File: config.mk
export PLATFORM = sky130hd
export DESIGN_NAME = nearest_vertex_search
export DESIGN_NICKNAME = d
export VERILOG_FILES = /design/src/rtl/nearest_vertex_search.sv
export SDC_FILE = /design/constraint.sdc
export NUM_CORES = 1
export LEC_CHECK = 0
export ABC_AREA = 1
export CAP_MARGIN = 20
export CORE_UTILIZATION = 43
export CTS_CLUSTER_SIZE = 14
export DETAILED_ROUTE_END_ITERATION = 10
export PLACE_DENSITY = 0.77
export SYNTH_ARGS = -nofsm -noshare
export SYNTH_HDL_FRONTEND = slang
export SYNTH_SLANG_ARGS = --single-unit
File: constraint.sdc
create_clock -name clk_in -period 2.25 [get_ports clk_in]
set_input_delay 0.3375 -clock clk_in [delete_from_list [all_inputs] [get_ports clk_in]]
set_output_delay 0.3375 -clock clk_in [all_outputs]
set_load 0.01 [all_outputs]
File: src/rtl/nearest_vertex_search.sv
// Nearest-vertex search controller: streams vertices from a synchronous memory through
// the squared-distance engine, one outstanding vertex at a time, tracking the minimum.
//
// state    | meaning
// ---------+-------------------------------------------------------------
// S_IDLE   | waiting for start_in; results from last search held
// S_FETCH  | mem_addr_out = index held MEM_LATENCY cycles, data captured last cycle
// S_ISSUE  | DIM cycles presenting vertex/query to the engine
// S_WAIT   | waiting for dist_valid_in under a TIMEOUT-cycle watchdog
// S_UPDATE | compare latched result with best, advance index
// S_DONE   | one-cycle completion pulse
module nearest_vertex_search #(
    parameter int DIM         = 2,
    parameter int ADDR_WIDTH  = 6,
    parameter int MEM_LATENCY = 2,
    parameter int TIMEOUT     = 255
) (
    input  logic                    clk_in,
    input  logic                    rst_in,
    input  logic                    start_in,
    input  logic [DIM*32-1:0]       query_pos_in,
    input  logic [ADDR_WIDTH:0]     num_vertices_in,
    output logic [ADDR_WIDTH-1:0]   mem_addr_out,
    input  logic [DIM*32-1:0]       mem_data_in,
    output logic [DIM-1:0]          dist_valid_out,
    output logic [DIM*32-1:0]       dist_vertex_out,
    output logic [DIM*32-1:0]       dist_query_out,
    input  logic [31:0]             dist_sq_in,
    input  logic                    dist_valid_in,
    output logic                    busy_out,
    output logic                    done_out,
    output logic                    found_out,
    output logic                    error_out,
    output logic [ADDR_WIDTH-1:0]   best_index_out,
    output logic [31:0]             best_dist_sq_out
);

    localparam int CNT_MAX = (TIMEOUT > MEM_LATENCY) ? ((TIMEOUT > DIM) ? TIMEOUT : DIM)
                                                     : ((MEM_LATENCY > DIM) ? MEM_LATENCY : DIM);
    localparam int CNT_W = $clog2(CNT_MAX + 1);
    localparam logic [ADDR_WIDTH:0] N_MAX = {1'b1, {ADDR_WIDTH{1'b0}}};

    typedef enum logic [2:0] {
        S_IDLE, S_FETCH, S_ISSUE, S_WAIT, S_UPDATE, S_DONE
    } state_t;

    state_t                 state_q, next_state;
    logic [CNT_W-1:0]       cnt_q;
    logic [ADDR_WIDTH-1:0]  index_q;
    logic [ADDR_WIDTH:0]    n_q;
    logic [DIM*32-1:0]      vertex_q;
    logic [DIM*32-1:0]      query_q;
    logic [31:0]            result_q;
    logic                   cnt_zero;
    logic                   last_vertex;

    assign cnt_zero    = (cnt_q == '0);
    assign last_vertex = ({1'b0, index_q} == (n_q - 1'b1));

    always_ff @(posedge clk_in or negedge rst_in) begin
        if (!rst_in) state_q <= S_IDLE;
        else         state_q <= next_state;
    end

    always_comb begin
        next_state = state_q;
        case (state_q)
            S_IDLE:   if (start_in) next_state = (num_vertices_in == '0) ? S_DONE : S_FETCH;
            S_FETCH:  if (cnt_zero) next_state = S_ISSUE;
            S_ISSUE:  if (cnt_zero) next_state = S_WAIT;
            S_WAIT: begin
                if (dist_valid_in) next_state = S_UPDATE;
                else if (cnt_zero) next_state = S_DONE;
            end
            S_UPDATE: next_state = last_vertex ? S_DONE : S_FETCH;
            S_DONE:   next_state = S_IDLE;
            default:  next_state = S_IDLE;
        endcase
    end

    always_comb begin
        busy_out       = (state_q != S_IDLE);
        done_out       = (state_q == S_DONE);
        dist_valid_out = {DIM{state_q == S_ISSUE}};
    end

    assign mem_addr_out    = index_q;
    assign dist_vertex_out = vertex_q;
    assign dist_query_out  = query_q;

    // One down-counter is shared by FETCH, ISSUE and the WAIT watchdog; it reloads on entry.
    always_ff @(posedge clk_in or negedge rst_in) begin
        if (!rst_in) begin
            cnt_q <= '0;
        end else if (state_q != next_state) begin
            case (next_state)
                S_FETCH: cnt_q <= CNT_W'(MEM_LATENCY - 1);
                S_ISSUE: cnt_q <= CNT_W'(DIM - 1);
                S_WAIT:  cnt_q <= CNT_W'(TIMEOUT - 1);
                default: cnt_q <= '0;
            endcase
        end else if (!cnt_zero) begin
            cnt_q <= cnt_q - 1'b1;
        end
    end

    always_ff @(posedge clk_in or negedge rst_in) begin
        if (!rst_in) begin
            index_q          <= '0;
            n_q              <= '0;
            vertex_q         <= '0;
            query_q          <= '0;
            result_q         <= '0;
            found_out        <= 1'b0;
            error_out        <= 1'b0;
            best_index_out   <= '0;
            best_dist_sq_out <= '0;
        end else begin
            case (state_q)
                S_IDLE: if (start_in) begin
                    query_q          <= query_pos_in;
                    n_q              <= (num_vertices_in > N_MAX) ? N_MAX : num_vertices_in;
                    index_q          <= '0;
                    found_out        <= 1'b0;
                    error_out        <= 1'b0;
                    best_index_out   <= '0;
                    best_dist_sq_out <= 32'hFFFF_FFFF;
                end
                S_FETCH: if (cnt_zero) vertex_q <= mem_data_in;
                S_WAIT: begin
                    if (dist_valid_in) result_q <= dist_sq_in;
                    else if (cnt_zero) error_out <= 1'b1;
                end
                S_UPDATE: begin
                    // Strict compare: equal distances keep the earlier index.
                    if (!found_out || (result_q < best_dist_sq_out)) begin
                        best_dist_sq_out <= result_q;
                        best_index_out   <= index_q;
                        found_out        <= 1'b1;
                    end
                    if (!last_vertex) index_q <= index_q + 1'b1;
                end
                default: ;
            endcase
        end
    end

endmodule

Yosys cells after proc, flatten, opt, wreduce, memory -nomap -nowiden
Index checks and enable logic that the tools add are counted.
{ "totals": {"ram_bits": 0, "inputBits": 171, "elab_cells": 73, "romBits": 0, "reg_bits": 224, "latchBits": 0, "memories": 0} }
{ "classes": {"bitwise_logic": 0, "order_cmp": 2, "multipliers": 0, "shifts": 0, "n_div": 0, "n_eq_ne": 16, "reduce_logical": 15, "n_addsub": 3, "muxes": 26} }
{ "op_table": {"columns": ["cell", "count"], "rows": [
  ["$mux 32", 2],
  ["$pmux 32 s2", 1],
  ["$lt 32x32->1", 1],
  ["$pmux 6 s2", 2],
  ["$mux 3", 7],
  ["$mux 6", 3],
  ["$mux 8", 2],
  ["$pmux 8 s2", 1],
  ["$pmux 3 s5", 1],
  ["$eq 3x2->1 const B", 4],
  ["$ne 2x2->1 const B", 5],
  ["$logic_not 8->1", 1],
  ["$sub 8x1->8 const B", 1],
  ["$eq 6x7->1", 1],
  ["$gt 7x7->1 const B", 1],
  ["$logic_not 7->1", 1],
  ["$mux 7", 1],
  ["$sub 7x1->7 const B", 1],
  ["$add 6x1->6 const B", 1],
  ["$eq 3x1->1 const B", 2],
  ["$eq 3x3->1 const B", 2],
  ["$reduce_and 2->1", 3],
  ["$reduce_and 3->1", 2],
  ["$mux 1", 4],
  ["other kinds (10)", 12]
]} }

Logic depth before layout (Yosys ltp)
Gate-level depths: netlist of the first run.
{ "depth": {"depth_word": 8, "depth_mapped": 18, "depth_no_buf": 17} }

Least setup slack after synthesis of the first run
OpenSTA, ideal clock, no wires.
{ "synth_timing": {"path_type": "reg2reg", "startpoint": "register best_dist_sq_out[15]", "endpoint": "register best_dist_sq_out[22]", "path_slack_ps": 351, "stages_incl_launch_ff": 15, "arrival_ps": 1782, "period_less_slack_ps": 1899, "n_path_buf": 1, "cell_sequence": "dfrtp_1 > inv_1 > ha_1 > nand2_1 > nor4_1 > nand2_1 > nand2_1 > nand2_1 > nand2_1 > nand2_1 > nand2_1 > nand2_1 > buf_2 > nand2_1 > nand2_1"} }
{ "synth_via": {"elab_chain_len": 4} }
{ "synth_rtl": {"columns": ["item", "line_no", "source"], "rows": [
  ["from (decl)", "35", "output logic [31:0] best_dist_sq_out"],
  ["from (signal assigned)", "137", "best_dist_sq_out <= result_q;"],
  ["$lt 32x32->1", "136", "if (!found_out || (result_q < best_dist_sq_out)) begin"],
  ["$logic_or 1x1->1", "136", null],
  ["$ne 2x2->1 (no line)", null, null],
  ["$reduce_and 3->1 (no line)", null, null]
]} }
No other way between the ends.
A chain may end at the register's enable or synchronous reset.

Final worst setup path of the first run
{ "layout_timing": {"startpoint": "register state_q[1]", "endpoint": "output done_out"} }
{ "layout_via": {"elab_chain_len": 1} }
{ "layout_rtl": {"columns": ["item", "line_no", "source"], "rows": [
  ["from (decl)", "47", "state_t state_q, next_state;"],
  ["from (signal assigned)", "62", "else state_q <= next_state;"],
  ["$eq 3x3->1", "83", "done_out = (state_q == S_DONE);"],
  ["to (decl)", "31", "output logic done_out,"]
]} }
No other way between the ends.

==> results of run 1 <==
==> critical path: stages, from the launching register on <==
cell,delay (ns)
dfrtp_1,0.41
buf_4,0.15
nor3_2,0.21
clkdlybuf4s50_1,0.56
==> sequential cells by signal, indices dropped and copies added (netlist names) <==
register          flops
dist_query_out       64
dist_vertex_out      64
best_dist_sq_out     32
result_q             32
cnt_q                 8
n_q                   7
best_index_out        6
mem_addr_out          6
state_q               3
error_out             1
found_out             1
==> worst max path at each step <==
stage,end,slack (ns)
floorplan,best_dist_sq_out[22],0.35
global placement,cnt_q[1],0.1
detailed placement,cnt_q[1],0.06
CTS,done_out,0.04
global route,best_dist_sq_out[8],-0.02
finish,done_out,0.06
==> timing repair <==
| action | 4_1_cts | 5_1_grt |
|---|---|---|
| gates cloned | 0 | 2 |
| pin swaps | 0 | 2 |
| hold buffers | 1 | 0 |
| gates resized for setup | 5 | 15 |
| endpoints found under the setup margin | 3 | 50 |
| endpoints found under the hold margin | 62 | 0 |
| buffers inserted | 2 | 2 |
==> metrics by stage <==
| stage | total power, W | instances | util | setup WS [ns] |
|---|---|---|---|---|
| after floorplan | 0.0121 | 1090 | - | 0.351 |
| after global placement | 0.0166 | 1728 | 0.614 | 0.0974 |
| after detailed placement | 0.0169 | 1728 | 0.614 | 0.0641 |
| after CTS | 0.0215 | 1779 | 0.655 | 0.0370 |
| after global routing | 0.0231 | 1787 | 0.660 | -0.0194 |
| final | 0.0215 | 1788 | 0.660 | 0.0566 |
==> placed cells by master, fill, tap and decap left out, drive strengths merged, types with 2 or more instances in the layout <==
cell type | synthesis | layout
clkdlybuf4s50 | 0 | 345
clkinv | 1 | 6
clkbuf | 26 | 37
o21a | 3 | 3
buf | 17 | 25
or2 | 3 | 3
xor2 | 11 | 12
inv | 103 | 102
dlygate4sd2 | 0 | 2
clkinvlp | 0 | 4
ha | 34 | 34
diode | 0 | 5
xnor2 | 2 | 2
a21oi | 53 | 53
nor3 | 4 | 4
o22ai | 2 | 2
nor2 | 59 | 59
nand3 | 69 | 69
o21ai | 17 | 18
nand4 | 7 | 7
mux2 | 65 | 65
bufinv | 0 | 3
dfrtp | 224 | 224
nand2 | 387 | 387
==> power by group <==
part | internal [W] | switching (W)
Clock | 0.00277 | 0.00171
Combinational | 0.00509 | 0.00493
Sequential | 0.00589 | 0.00115
Total | 0.0137 | 0.00780
==> layer usage <==
layer | wire length, um | up-vias
met3 | 2420 | 43
li1 | - | 4176
met2 | 14300 | 292
met1 | 11700 | 4079
met4 | 661 | 2
met5 | 17 | -
==> cell families (layout without fill, tap and decap cells) <==
kind of cell / count (synthesis) / after routing
compound gates: 76 / 77
xor+xnor: 13 / 14
fa+ha+maj: 34 / 34
buf+inv: 147 / 525
flops: 224 / 224
mux: 65 / 65
other cells: 0 / 5
simple gates: 531 / 531
==> final cells by class <==
type / count / area share
Sequential cell: 224 / 0.372
Multi-Input combinational cell: 721 / 0.263
Timing Repair Buffer: 373 / 0.251
Clock buffer: 37 / 0.0519
Inverter: 104 / 0.0260
Tap cell: 313 / 0.0260
Clock inverter: 11 / 0.00954
Antenna cell: 5 / 0.000829
==> impl_metrics.json, run 1 <==
{
  "status": "complete, no violations",
  "synth_seq_area_share": 0.554,
  "synth.net_count": 1295,
  "final_layout_size_suffix_gt1_frac": 0.116,
  "fin_skew_ns": 0.0119,
  "grt_max_degree": 73,
  "cts_sinks": 224,
  "detail_route.wl_per_cell_um": 16.3,
  "yosysMostFrequentCell": "nand2_1",
  "max_freq_ghz": 0.456,
  "initial_core_util": 0.443,
  "hp-class": "input port to register",
  "critical_path_class": "register to output pin",
  "fin_crit_ns": 2.19,
  "ant_nets": 0,
  "max_cap_viol_count": 0,
  "ir_drop_v": 0.000753,
  "grt_util_all_layers": 0.240,
  "path_max_fanout": 4,
  "drt_iter0_drc": 462,
  "grt_pass1_wl_um": 45600,
  "rr_endpoint": "cnt_q[5]",
  "fp-row-count": 55,
  "synthXorXnorAreaFrac": 0.0131,
  "areaGrowthSynthToFinish_pct": 49.2,
  "wl_um": 29200,
  "startpoint": "state_q[1]",
  "antenna_found_initial": 6,
  "fp.dieH_um": 155,
  "gr-usage-met3": 0.0705,
  "p_leak_nw": 7.30,
  "hold_path.startpoint": "query_pos_in[20]",
  "place_hpwl_um": 20900,
  "clk_pin_slew_ns": 0.06,
  "synth_fa_ha_area_frac": 0.0421,
  "place_area_um2": 14000,
  "via_per_inst": 4.81,
  "synth_area_leaders": "dfrtp_1, nand2_1, mux2_2, ha_1, inv_1",
  "drc": 0,
  "ff2ff_path_depth": 12,
  "synth.distinct_cells": 36,
  "crit_path_end_kind": "output pin",
  "vias": 8592,
  "finalSetupViolations": 0,
  "min_path_cells": 3,
  "holdWs_ns": 0.350,
  "maxSlewHeadroom": 0.484,
  "ys_ff_latch": 224,
  "dieArea_um2": 24100,
  "h-tree-depth": 1,
  "ys_warn_count": 0,
  "fin_area_um2": 15100,
  "crit_required_ns": 1.91,
  "synth_top_area_share": 0.554,
  "core_area_um2": 22800,
  "globalRouteOverflowTotal": 0,
  "grt_use_met1": 0.297,
  "synth.cell_area_um2": 10100,
  "hold_end": "dist_query_out[20]",
  "grt.met2_usage": 0.401,
  "synth_top_family_by_area": "simple AND/OR/NAND/NOR gates",
  "synthMuxAreaShare": 0.0724,
  "p_per_area_nw_per_um2": 1430,
  "cts_root_buf": "clkbuf_16",
  "synth_flop_cell": "dfrtp_1",
  "portBuffers": 348,
  "start_kind": "register",
  "clock_path_buffers": 3,
  "postSynthAreaPerCell_um2": 9.28,
  "grt_setup_unrepaired": "true",
  "synth_top_area_cell": "dfrtp_1",
  "top_usage_layer": "met2",
  "synthSimpleGateAreaFrac": 0.218,
  "num_io_pins": 349,
  "arrival_ns": 1.86,
  "dr.pass1.iters": 5,
  "timing.rr.start": "cnt_q[0]",
  "synth_compound_area_frac": 0.0392,
  "clk_latency_ns": 0.52,
  "fill_cells": 1863,
  "final.period_utilization": 0.975,
  "fin_tns_setup_ns": 0,
  "async_flop_share": 1.00,
  "tightest_slew_ns": 0.774,
  "grt_pass1_vias": 8671,
  "timing.final.hold_violations": 0,
  "finalNetCount": 1655,
  "tritoncts": "done",
  "multi_input_area_um2": 3970,
  "die_w_um": 155,
  "drv_slew": 0,
  "gp_congestion": 0.825,
  "synthTopCellsByCount": "nand2_1, dfrtp_1, inv_1, mux2_2, nand3_1",
  "seq_area_um2": 5610,
  "syn_inst": 1090,
  "rrSetupSlack_ns": 0.15,
  "cts_buffers": 26,
  "synth-edff-count": 0
}
Power figures use the tool's default switching activity.
==> inputs of run 2 (changes only) <==
--- a/config.mk
+++ b/config.mk
@@ -6,7 +6,6 @@
 export NUM_CORES = 1
 export LEC_CHECK = 0
 export ABC_AREA = 1
-export CAP_MARGIN = 20
 export CORE_UTILIZATION = 43
 export CTS_CLUSTER_SIZE = 14
 export DETAILED_ROUTE_END_ITERATION = 10
==> results of run 2 <==
No change in the layout: final DEF, timing and power equal those of run 1.
==> inputs of run 3 (changes only) <==
--- a/config.mk
+++ b/config.mk
@@ -9,6 +9,7 @@
 export CORE_UTILIZATION = 43
 export CTS_CLUSTER_SIZE = 14
 export DETAILED_ROUTE_END_ITERATION = 10
+export GPL_TIMING_DRIVEN = 0
 export PLACE_DENSITY = 0.77
 export SYNTH_ARGS = -nofsm -noshare
 export SYNTH_HDL_FRONTEND = slang
==> constraint.sdc (replaced) <==
create_clock -name clk_in -period 2.25 [get_ports clk_in]
set_input_delay 0.3375 -clock clk_in [delete_from_list [all_inputs] [get_ports clk_in]]
set_output_delay 0.3375 -clock clk_in [all_outputs]
set_load 0.02 [all_outputs]
==> run 3 against run 2 <==
Compared with the run above:
- sequential share of layout area increased by 0.17 points
- sequential power about the same
- die area is the same
- count of clock-buffer cells in the layout decreased by 1
- utilization fell by 0.28 points
- worst hold slack got worse by 0.087 ns
- final cell count is 0.95% higher
- combinational power is 12% higher
- first-iteration DRC count shrank 25%
- cell area fell by 0.43%
- total power rose by 4.8%
- clock skew down 0.0020 ns
- largest cell class unchanged
==> impl_metrics.json, run 3 (synthesis results as in run 1) <==
{
  "seq_area_um2": 5610,
  "grt_util_all_layers": 0.247,
  "p_leak_nw": 7.28,
  "p_total_w": 0.0226,
  "final_layout_size_suffix_gt1_frac": 0.108,
  "fp.dieH_um": 155,
  "grt_max_degree": 108,
  "max_cap_viol_count": 0,
  "finalSetupViolations": 0,
  "multi_input_area_um2": 3920,
  "globalRouteOverflowTotal": 0,
  "portBuffers": 348,
  "drc": 0,
  "vias": 8710,
  "core_area_um2": 22800,
  "drv_slew": 0,
  "die_w_um": 155,
  "layout_common_cells": "nand2_1, clkdlybuf4s50_1, dfrtp_1",
  "drt_iter0_drc": 346,
  "wl_um": 29900,
  "ir_drop_v": 0.000928,
  "grt_pass1_vias": 8859,
  "clk_pin_slew_ns": 0.06,
  "finalNetCount": 1676,
  "crit_required_ns": 1.91,
  "antenna_found_initial": 3,
  "layout_commonest_cell": "nand2_1",
  "fin_crit_ns": 2.10,
  "dieArea_um2": 24100,
  "detail_route.wl_per_cell_um": 16.6,
  "maxSlewHeadroom": 0.619,
  "timing.rr.start": "cnt_q[0]",
  "max_freq_ghz": 0.477,
  "holdWs_ns": 0.263,
  "final.period_utilization": 0.932,
  "cts_buffers": 25,
  "clock_path_buffers": 3,
  "cts_root_buf": "clkbuf_16",
  "hp-class": "input port to async pin",
  "p_per_area_nw_per_um2": 1500,
  "fill_cells": 1847,
  "startpoint": "state_q[1]",
  "crit_path_end_kind": "output pin",
  "areaGrowthSynthToFinish_pct": 48.5,
  "timing.final.hold_violations": 0,
  "critical_path_class": "register to output pin",
  "status": "complete, no violations",
  "initial_core_util": 0.443,
  "start_kind": "register",
  "dr.pass1.iters": 5,
  "place_hpwl_um": 22300,
  "grt_setup_unrepaired": "true",
  "fp-row-count": 55,
  "num_io_pins": 349,
  "ant_nets": 0,
  "via_per_inst": 4.83,
  "clk_latency_ns": 0.51,
  "tightest_slew_ns": 0.571,
  "fin_skew_ns": 0.00989,
  "gp_congestion": 0.844,
  "path_max_fanout": 6,
  "grt_pass1_wl_um": 46800,
  "cts_sinks": 224,
  "tritoncts": "done",
  "arrival_ns": 1.76,
  "h-tree-depth": 1
}
==> run 3: final timing paths <==
check | endpoint | slack (ns) | depth (start not counted)
min in group clk_in | dist_query_out[54] | 0.36 | 3
worst max register to register | cnt_q[1] | 0.16 | 13
worst min register to register | dist_query_out[50] | 0.47 | 2
worst max-delay path | dist_valid_out[1] | 0.15 | 6
max in group asynchronous | dist_query_out[24] | 0.76 | 4
worst min-delay path | best_dist_sq_out[25] | 0.26 | 2
==> run 3: power by group <==
part	switching, W	total (W)	internal, W
clock network	0.00165	0.00429	0.00264
logic	0.00605	0.0112	0.00518
registers	0.00116	0.00706	0.00589
==> run 3: per-stage QoR <==
stage | util | setup TNS [ns] | cells | setup WS, ns | area [um^2]
finish | 0.657 | 0 | 1805 | 0.153 | 15000
global route | 0.657 | -0.0478 | 1805 | -0.0145 | 15000
CTS | 0.653 | 0 | 1799 | 0.00524 | 14900
detailed placement | 0.615 | -0.0895 | 1753 | -0.0350 | 14000
global placement | 0.612 | -1973.11 | 1751 | -8.83 | 14000
floorplan | - | 0 | 1090 | 0.271 | 10100
==> run 3: critical path, cell delays in order (launching register included) <==
cell and delay [ns]:
dfrtp_2 0.42, inv_1 0.06, nor2_2 0.12, nand2_1 0.11, inv_2 0.13, buf_4 0.12, clkdlybuf4s15_1 0.29
==> run 3: per-layer routing <==
layer | wire length [um] | track usage | part of all wire
met5 | 0 | 0 | 0
met4 | 736 | 0.0752 | 0.025
met3 | 2430 | 0.0735 | 0.081
met2 | 14900 | 0.425 | 0.50
met1 | 11900 | 0.297 | 0.40
==> run 3: cell type report <==
type	instances	area share
diodes	3	0.000500
plain buffers	43	0.0164
clock buffers	36	0.0497
clock inverters	9	0.00816
inverters	104	0.0260
multi-input cells	719	0.261
flip-flops and latches	224	0.373
well taps	313	0.0261
repair buffers	354	0.239
==> run 3: what timing repair did <==
| item | 4_1_cts | 5_1_grt |
|---|---|---|
| buffers inserted | 0 | 3 |
| resized for setup | 6 | 27 |
| hold buffers | 1 | 0 |
| pin swaps | 0 | 1 |
| endpoints found under the hold margin | 25 | 0 |
| setup endpoints to repair | 5 | 80 |
